===== config.mk =====
export PLATFORM = sky130hd
export DESIGN_NAME = seq_priority_arbiter_flat
export DESIGN_NICKNAME = d
export VERILOG_FILES = /design/src/rtl/seq_priority_arbiter_pkg.sv /design/src/rtl/seq_priority_arbiter_if.sv /design/src/rtl/seq_priority_arbiter_pa_cmp_stage.sv /design/src/rtl/seq_priority_arbiter.sv /design/src/flat_wrapper.sv
export SDC_FILE = /design/constraint.sdc
export NUM_CORES = 1
export LEC_CHECK = 0
export ABC_AREA = 1
export ABC_CLOCK_PERIOD_IN_PS = 3100
export CORE_MARGIN = 10
export CORE_UTILIZATION = 44
export DETAILED_ROUTE_END_ITERATION = 10
export PLACE_DENSITY = 0.69
export SYNTH_ARGS = -nofsm -noshare
export SYNTH_HDL_FRONTEND = slang
export SYNTH_SLANG_ARGS = --single-unit
export TNS_END_PERCENT = 30

===== constraint.sdc =====
create_clock -name clk -period 3.1 [get_ports clk]
set_clock_uncertainty 0.2 [all_clocks]
set_input_delay 0.62 -clock clk [delete_from_list [all_inputs] [get_ports clk]]
set_output_delay 0.62 -clock clk [all_outputs]
set_load 0.05 [all_outputs]

===== src/rtl/seq_priority_arbiter_pkg.sv =====
// Shared types and constants for the four-input sequential priority arbiter.
package seq_priority_arbiter_pkg;
   typedef enum logic [1:0] {
      IDLE = 2'd0,
      SCAN = 2'd1,
      DONE = 2'd2
   } state_t;

   localparam int         IDX_W   = 2;
   localparam logic [1:0] IDX_TOP = 2'd3;
endpackage


===== src/rtl/seq_priority_arbiter_if.sv =====
// Request/result handshake bundle between the compare bench and the arbiter.
interface seq_priority_arbiter_if
   import seq_priority_arbiter_pkg::*;
#(
   parameter int N = 8
);
   logic             in_valid;
   logic             in_ready;
   logic [N-1:0]     in3;
   logic [N-1:0]     in2;
   logic [N-1:0]     in1;
   logic [N-1:0]     in0;
   logic             out_valid;
   logic             out_ready;
   logic [IDX_W-1:0] grant;
   logic [N-1:0]     max_val;

   modport slave (
      input  in_valid, in3, in2, in1, in0, out_ready,
      output in_ready, out_valid, grant, max_val
   );

   modport master (
      output in_valid, in3, in2, in1, in0, out_ready,
      input  in_ready, out_valid, grant, max_val
   );
endinterface


===== src/rtl/seq_priority_arbiter_pa_cmp_stage.sv =====
// Single compare step: a candidate replaces the running best only when strictly larger.
module pa_cmp_stage #(
   parameter int N  = 8,
   parameter int IW = 2
) (
   input  logic [N-1:0]  i_cand_val,
   input  logic [IW-1:0] i_cand_idx,
   input  logic [N-1:0]  i_best_val,
   input  logic [IW-1:0] i_best_idx,
   output logic [N-1:0]  o_best_val,
   output logic [IW-1:0] o_best_idx
);
   logic w_take;

   assign w_take     = (i_cand_val > i_best_val);
   assign o_best_val = w_take ? i_cand_val : i_best_val;
   assign o_best_idx = w_take ? i_cand_idx : i_best_idx;
endmodule


===== src/rtl/seq_priority_arbiter.sv =====
// Four-input max-finder: captures a request set, scans indices 2..0 one per cycle
// against the seeded index-3 value, then holds the result until consumed.
module seq_priority_arbiter
   import seq_priority_arbiter_pkg::*;
#(
   parameter int N  = 8,
   parameter int IW = IDX_W
) (
   input  logic                  clk,
   input  logic                  rst_n,
   seq_priority_arbiter_if.slave bus
);
   state_t        r_state;
   state_t        w_state_nxt;
   logic [N-1:0]  r_cap [4];
   logic [N-1:0]  r_best_val;
   logic [IW-1:0] r_best_idx;
   logic [IW-1:0] r_cnt;

   logic          w_accept;
   logic [N-1:0]  w_cand_val;
   logic [N-1:0]  w_new_val;
   logic [IW-1:0] w_new_idx;

   assign bus.in_ready = (r_state == IDLE) | ((r_state == DONE) & bus.out_ready);
   assign w_accept     = bus.in_valid & bus.in_ready;
   assign w_cand_val   = r_cap[r_cnt];

   pa_cmp_stage #(
      .N  (N),
      .IW (IW)
   ) u_cmp (
      .i_cand_val (w_cand_val),
      .i_cand_idx (r_cnt),
      .i_best_val (r_best_val),
      .i_best_idx (r_best_idx),
      .o_best_val (w_new_val),
      .o_best_idx (w_new_idx)
   );

   always_ff @(posedge clk or negedge rst_n) begin
      if (!rst_n) r_state <= IDLE;
      else        r_state <= w_state_nxt;
   end

   always_comb begin
      w_state_nxt = IDLE;
      case (r_state)
         IDLE:    w_state_nxt = w_accept ? SCAN : IDLE;
         SCAN:    w_state_nxt = (r_cnt == '0) ? DONE : SCAN;
         // Consuming a result and accepting the next set share one edge.
         DONE:    w_state_nxt = bus.out_ready ? (w_accept ? SCAN : IDLE) : DONE;
         default: w_state_nxt = IDLE;
      endcase
   end

   always_ff @(posedge clk or negedge rst_n) begin
      if (!rst_n) begin
         for (int k = 0; k < 4; k++) r_cap[k] <= '0;
         r_best_val <= '0;
         r_best_idx <= '0;
         r_cnt      <= '0;
      end else if (w_accept) begin
         r_cap[3]   <= bus.in3;
         r_cap[2]   <= bus.in2;
         r_cap[1]   <= bus.in1;
         r_cap[0]   <= bus.in0;
         r_best_val <= bus.in3;
         r_best_idx <= IDX_TOP;
         r_cnt      <= IW'(2);
      end else if (r_state == SCAN) begin
         r_best_val <= w_new_val;
         r_best_idx <= w_new_idx;
         r_cnt      <= r_cnt - 1'b1;
      end
   end

   assign bus.out_valid = (r_state == DONE);
   assign bus.grant     = r_best_idx;
   assign bus.max_val   = r_best_val;
endmodule


===== src/flat_wrapper.sv =====
// flat-port wrapper written by rule: the top's interface ports become plain ports
module seq_priority_arbiter_flat import seq_priority_arbiter_pkg::*;
#(
   parameter int N  = 8,
   parameter int IW = IDX_W
)
  (clk, rst_n, bus_in_valid, bus_in3, bus_in2, bus_in1, bus_in0, bus_out_ready, bus_in_ready, bus_out_valid, bus_grant, bus_max_val);
  seq_priority_arbiter_if #(.N(N)) bus_i ();
  input  logic clk;
  input  logic rst_n;
  input wire logic [$bits(bus_i.in_valid)-1:0] bus_in_valid;
  input wire logic [$bits(bus_i.in3)-1:0] bus_in3;
  input wire logic [$bits(bus_i.in2)-1:0] bus_in2;
  input wire logic [$bits(bus_i.in1)-1:0] bus_in1;
  input wire logic [$bits(bus_i.in0)-1:0] bus_in0;
  input wire logic [$bits(bus_i.out_ready)-1:0] bus_out_ready;
  output wire logic [$bits(bus_i.in_ready)-1:0] bus_in_ready;
  output wire logic [$bits(bus_i.out_valid)-1:0] bus_out_valid;
  output wire logic [$bits(bus_i.grant)-1:0] bus_grant;
  output wire logic [$bits(bus_i.max_val)-1:0] bus_max_val;
  assign bus_i.in_valid = bus_in_valid;
  assign bus_i.in3 = bus_in3;
  assign bus_i.in2 = bus_in2;
  assign bus_i.in1 = bus_in1;
  assign bus_i.in0 = bus_in0;
  assign bus_i.out_ready = bus_out_ready;
  assign bus_in_ready = bus_i.in_ready;
  assign bus_out_valid = bus_i.out_valid;
  assign bus_grant = bus_i.grant;
  assign bus_max_val = bus_i.max_val;
  seq_priority_arbiter #(.N(N), .IW(IW)) u_core (.clk(clk), .rst_n(rst_n), .bus(bus_i));
endmodule

## Word level (Yosys, flattened, before mapping)

Index checks and enable logic that the tools add are counted.

- $add $sub $neg: 1
- Order comparisons: 2
- Equal/unequal tests: 2
- Muxes and demuxes: 15
- Bitwise operators: 4
- Reductions and logical operators: 5

Operators by type and width:

| kind | number |
|---|---|
| 8-bit 2-to-1 mux | 5 |
| 8-bit binary-select mux with 2-bit select | 1 |
| 2-bit 2-to-1 mux | 7 |
| 8-bit > comparator | 1 |
| 2-bit case mux with 3 select lines | 1 |
| 2-bit zero test | 2 |
| 2-bit nonzero test | 2 |
| 3-bit greater-or-equal comparator, second input constant | 1 |
| 2-bit NOT with 3-bit output | 1 |
| 1-bit AND | 2 |
| 2-bit by 1-bit equality test with 1-bit output, second input constant | 1 |
| 2-bit equality test, second input constant | 1 |
| 2-bit AND reduction | 1 |
| 2-bit by 1-bit subtractor with 2-bit output, second input constant | 1 |
| 1-bit 2-to-1 mux | 1 |
| 1-bit OR | 1 |

- Bits in registers: 46
- Input bits: 36
- Output and inout bits: 12

## Longest topological paths before layout

- Depth in word-level cells: 8
- Depth in mapped cells: 18
- Depth with buffers taken out: 16

## Hierarchy

From an unflattened synthesis, not the netlist that was laid out.

- Cell total of the unflattened synthesis: 359
- Area, all modules: 2,616.3 µm²

By module, submodules not included:

| module | times used | cells each | area an instance (µm²) | seq. area each (µm²) |
|---|---|---|---|---|
| seq_priority_arbiter | 1 | 291 | 2,240.9 | 1,151.1 |
| pa_cmp_stage | 1 | 68 | 375.4 | 0.0 |

## Worst setup path before layout

Ideal clock, no wire load.

- Path type: register to register
- Start: reg u_core.r_cnt[0]
- End: reg u_core.r_best_val[0], in the netlist u_core.bus.max_val[0]
- Setup time: 0.118 ns
- Arrival: 1.786 ns
- Data required time: 2.782 ns
- Setup slack: 0.996 ns
- Stages on the path, launching flop included: 14
- Path buffers: 3
- Period minus slack after synthesis: 2.104 ns
- Cell sequence: dfrtp_1 > buf_6 > buf_6 > nor2_1 > o22ai_2 > ha_1 > nand2_1 > nor2_1 > nand2_1 > nand2_1 > nand2_1 > buf_6 > nand3_1 > nand2_1

- Cells in the longest elaborated chain, start to end: 7
- Elaborated cells on any way between the ends: 10
- Those cells by class: 1 x order compare; 6 x mux; 1 x bitwise; 2 x reduce/logical

RTL lines:

| element | RTL line | source |
|---|---|---|
| start, declared | seq_priority_arbiter.sv:18 | `logic [IW-1:0] r_cnt;` |
| start signal, assigned | seq_priority_arbiter.sv:74 | `r_cnt <= r_cnt - 1'b1;` |
| 2-bit NOT with 3-bit output (implied by the code) (*) | seq_priority_arbiter.sv:27 | `assign w_cand_val = r_cap[r_cnt];` |
| 8-bit binary-select mux with 2-bit select (*) | seq_priority_arbiter.sv:27 |  |
| 8-bit 2-to-1 mux (implied by the code) (*) (2 in a row) | seq_priority_arbiter.sv:27 |  |
| 8-bit > comparator or 8-bit 2-to-1 mux (tied branches) | seq_priority_arbiter_pa_cmp_stage.sv:15, seq_priority_arbiter_pa_cmp_stage.sv:16 |  |
| 2-bit nonzero test (no source line) or 8-bit 2-to-1 mux (tied branches) | -- |  |
| 2-bit AND reduction (no source line) or 8-bit 2-to-1 mux (tied branches) | -- |  |
| end signal, assigned | seq_priority_arbiter.sv:68 | `r_best_val <= bus.in3;` |
| end signal, assigned | seq_priority_arbiter.sv:72 | `r_best_val <= w_new_val;` |
| end, declared | seq_priority_arbiter.sv:16 | `logic [N-1:0] r_best_val;` |

Every way passes the cells marked *; elsewhere a longest branch is shown, timed or not. The select of a mux whose other input is x is not followed.
A chain may end at the register's enable or synchronous reset.

## Final worst setup path

- Start: reg u_core.r_cnt[0]
- End: reg u_core.r_best_val[2], in the netlist u_core.bus.max_val[2]

Same word-level chain as after synthesis.

==> impl_metrics.json <==
{
  "floorplan.core_area_um2": 5440,
  "total_leakage_power_nw": 1.54,
  "post_synth_instance_area_um2": 2430,
  "syn_inst": 306,
  "vias_in_the_first_global_route": 1934,
  "grt_max_degree": 47,
  "timing.final.max_slew_violations": 0,
  "place.gp.congestion": 0.818,
  "stdcell_count": 421,
  "cts_hold_repair.buffers": 0,
  "yosysWarningCount": 0,
  "dr.first_iter.drc_count": 94,
  "clkLatencyLatePin_ns": 0.30,
  "timing_worst_slew_pin_value_ns": 0.984,
  "hold_class": "in2async",
  "fin_nets": 393,
  "vdd_ir_drop_max_v": 0.000439,
  "setup_slack_ns": 0.467,
  "power.net_switching_w": 0.00162,
  "post_drt_via_cell_ratio": 4.67,
  "clock_tree.htree_level_count": 2,
  "cts_inserted_buffers": 5,
  "fillerInstances": 516,
  "setup_tns_ns": 0,
  "detailroute.via_count": 1966,
  "cts_repair_resize_count": 0,
  "finalCriticalPeriod_ns": 2.63,
  "rsz_0062_raised_after_global_routing": "false",
  "share_clk_of_total_power_pct": 12.9,
  "antenna_violations_before_repair": 0,
  "synth_top_cells_by_area": "sky130_fd_sc_hd__dfrtp_1 (47%), sky130_fd_sc_hd__nand2_1 (24%), sky130_fd_sc_hd__ha_1 (4.6%)",
  "antenna_diode_instance_count": 0,
  "rows": 27,
  "worstSetupStartpoint": "u_core.r_cnt[0]$_DFFE_PN0P_",
  "port-buffer-count": 47,
  "die-width_um": 94.4,
  "sequentialPowerShare_pct": 32.2,
  "post_route_drc_violation_count": 0,
  "setup_violations_final": 0,
  "area_growth_pct": 23.0,
  "routed_wl_um": 5350,
  "required_ns": 3.09,
  "clock_sinks": 46,
  "setup.worst_path.end_class": "flop",
  "netlist.area_leader.share_pct": 47.3,
  "power.density_nw_per_um2": 1150,
  "tritoncts_clock_tree": "done",
  "worst-path-max-fanout": 18,
  "share_of_power_burned_in_combinational_logic_pct": 54.9,
  "final.period_utilization_pct": 84.9,
  "synth_nets": 351,
  "maxSlewHeadroom_pct": 34.4,
  "internal_power_w": 0.00183,
  "netSwitchingFraction_pct": 46.9,
  "clkTransAtPathRegs_ns": 0.08,
  "dp_hpwl_um": 4010,
  "clock-root-buffer": "sky130_fd_sc_hd__clkbuf_8",
  "max_freq_mhz": 380,
  "chipHeight_um": 94.4,
  "hold_viol": 0,
  "biggest_area_consumer_among_synthesized_cells": "sky130_fd_sc_hd__dfrtp_1",
  "cp_data_arrival_time_ns": 2.63,
  "yosys.cell_types.count": 26,
  "fraction_of_layout_cells_with_a_size_suffix_above_1_pct": 8.60,
  "max-cap-violations": 0,
  "grt-ovfl-total": 0,
  "dieArea_um2": 8900,
  "final_antenna_net_count": 0,
  "avgRoutedWirePerCell_um": 12.7,
  "floorplan.io_pins": 48,
  "r2r_start": "u_core.r_cnt[0]$_DFFE_PN0P_",
  "drtPass1Iterations": 5,
  "ys_seq_elements": 46,
  "ys_seq_area_share_pct": 47.3,
  "dp_worst_setup_slack_ns": 0.512,
  "dp.cells": 413,
  "wire_length_of_the_first_global_routing_pass_um": 8940,
  "track_usage_pct": 12.2,
  "postCtsSetupRepairBufs": 0,
  "startpoint_class": "flop",
  "syn-mean-instance-area_um2": 7.95,
  "run_status": "finished clean",
  "critical_path_class": "reg2reg",
  "cts.path.max_buffers": 2,
  "initial_core_util_pct": 44.7
}
critical path: stages (launching register included):
cell	delay [ns]
sky130_fd_sc_hd__dfrtp_1	0.44
sky130_fd_sc_hd__buf_4	0.24
sky130_fd_sc_hd__inv_8	0.09
sky130_fd_sc_hd__o21ai_0	0.20
sky130_fd_sc_hd__o22ai_2	0.11
sky130_fd_sc_hd__ha_1	0.31
sky130_fd_sc_hd__nand2_1	0.08
sky130_fd_sc_hd__nor2_1	0.19
sky130_fd_sc_hd__a21oi_2	0.07
sky130_fd_sc_hd__nand2_1	0.30
sky130_fd_sc_hd__nand2_4	0.14
sky130_fd_sc_hd__nand2_1	0.10
sky130_fd_sc_hd__nand2_1	0.05
cell usage in the layout, fill, tap and decap left out:
cell,synthesis,routed
sky130_fd_sc_hd__nand2_4,2,2
sky130_fd_sc_hd__o21ai_0,12,12
sky130_fd_sc_hd__clkbuf_1,0,1
sky130_fd_sc_hd__a21oi_4,1,1
sky130_fd_sc_hd__nor2_2,5,5
sky130_fd_sc_hd__nand2_1,154,154
sky130_fd_sc_hd__clkbuf_8,0,5
sky130_fd_sc_hd__inv_1,15,15
sky130_fd_sc_hd__a21o_1,1,1
sky130_fd_sc_hd__o21ai_2,1,1
sky130_fd_sc_hd__ha_1,9,9
sky130_fd_sc_hd__bufinv_16,0,1
sky130_fd_sc_hd__clkinvlp_4,0,1
sky130_fd_sc_hd__a21oi_2,1,1
sky130_fd_sc_hd__clkdlybuf4s50_1,0,45
sky130_fd_sc_hd__inv_2,1,1
sky130_fd_sc_hd__o211ai_1,1,1
sky130_fd_sc_hd__nor2_1,12,12
sky130_fd_sc_hd__dfrtp_1,46,46
sky130_fd_sc_hd__inv_4,1,1
sky130_fd_sc_hd__buf_2,6,1
sky130_fd_sc_hd__inv_8,1,1
sky130_fd_sc_hd__buf_4,3,3
sky130_fd_sc_hd__nand2_2,1,1
sky130_fd_sc_hd__a21oi_1,2,2
sky130_fd_sc_hd__o21ai_1,7,7
sky130_fd_sc_hd__o22ai_2,5,5
sky130_fd_sc_hd__xor2_1,1,1
sky130_fd_sc_hd__nand3_1,13,13
power by group through the flow:
stage | Sequential [W] | Combinational, W | Clock (W)
floorplan | 0.00125 | 0.00137 | 0
global placement | 0.00113 | 0.00186 | 0
detailed placement | 0.00112 | 0.00191 | 0
CTS | 0.00111 | 0.00191 | 0.000454
global route | 0.00114 | 0.00216 | 0.000478
finish | 0.00111 | 0.00189 | 0.000444
synthesized netlist by cell type:
library cell,count
sky130_fd_sc_hd__nor2_2,5
sky130_fd_sc_hd__nand2_1,154
sky130_fd_sc_hd__o21ai_1,7
sky130_fd_sc_hd__inv_8,1
sky130_fd_sc_hd__buf_2,6
sky130_fd_sc_hd__inv_2,1
sky130_fd_sc_hd__ha_1,9
sky130_fd_sc_hd__inv_1,15
sky130_fd_sc_hd__o21ai_2,1
sky130_fd_sc_hd__a21oi_4,1
sky130_fd_sc_hd__nand3_1,13
sky130_fd_sc_hd__a21oi_1,2
sky130_fd_sc_hd__nor2_1,12
sky130_fd_sc_hd__o21ai_0,12
sky130_fd_sc_hd__inv_4,1
sky130_fd_sc_hd__nand2_2,1
sky130_fd_sc_hd__nand2_4,2
sky130_fd_sc_hd__dfrtp_1,46
sky130_fd_sc_hd__xor2_1,1
sky130_fd_sc_hd__o211ai_1,1
sky130_fd_sc_hd__buf_12,1
sky130_fd_sc_hd__buf_6,4
sky130_fd_sc_hd__buf_4,3
sky130_fd_sc_hd__a21o_1,1
sky130_fd_sc_hd__a21oi_2,1
sky130_fd_sc_hd__o22ai_2,5
kinds of logic (layout without fill, tap and decap cells):
| kind of cell | after synthesis | count (layout) | share of synthesized area (%) |
|---|---|---|---|
| adder cells (fa/ha/maj) | 9 | 9 | 4.63 |
| XOR/XNOR | 1 | 1 | 0.360 |
| AND/OR/NAND/NOR | 187 | 187 | 30.8 |
| buffers and inverters | 32 | 75 | 8.02 |
| flip-flops | 46 | 46 | 47.3 |
| AO/OA/AOI/OAI | 31 | 31 | 8.90 |
flip-flops by register name, summed over array words and instances (netlist names):
signal,flops
u_core.r_cnt,2
u_core.bus.grant,2
u_core.bus.max_val,8
u_core.r_cap,32
u_core.r_state,2
stage by stage:
step,utilization [%],area (um2),power (W),hold WS [ns]
global placement,53.0,2880,0.00298,0.267
floorplan,-,2430,0.00262,0.124
detailed placement,53.0,2880,0.00302,0.265
finish,55.0,2990,0.00345,0.275
CTS,55.0,2990,0.00348,0.288
global route,55.0,2990,0.00378,0.307
path summary, 6_finish.rpt:
path                                                     endpoint  slack, ns  depth (start not counted)
worst max-delay path            u_core.bus.max_val[2]$_DFFE_PN0P_       0.47                         12
worst min-delay path                 u_core.r_cap[14]$_DFFE_PN0P_       0.28                          1
worst max register to register  u_core.bus.max_val[2]$_DFFE_PN0P_       0.47                         12
worst min register to register       u_core.r_cap[23]$_DFFE_PN0P_       0.29                          2
max in group asynchronous       u_core.bus.max_val[5]$_DFFE_PN0P_       1.81                          1
min in group clk                     u_core.r_cap[23]$_DFFE_PN0P_       0.29                          2
layer usage:
metal	vias to the layer above	track usage, %	routed length, um
met5	-	0	0
li1	1042	-	-
met4	0	4.56	77
met1	879	16.2	2610
met2	40	18.9	2410
met3	5	3.01	241
area by class of cell:
cell class | instances | area (um2) | area share, %
Timing Repair Buffer | 49 | 478 | 16.0
Multi-Input combinational cell | 228 | 1090 | 36.3
Tap cell | 72 | 90.1 | 3.01
Clock inverter | 2 | 37.5 | 1.25
Sequential cell | 46 | 1150 | 38.5
Inverter | 18 | 77.6 | 2.59
Clock buffer | 6 | 72.6 | 2.42
Note: power is estimated with default switching activity, not from simulation.
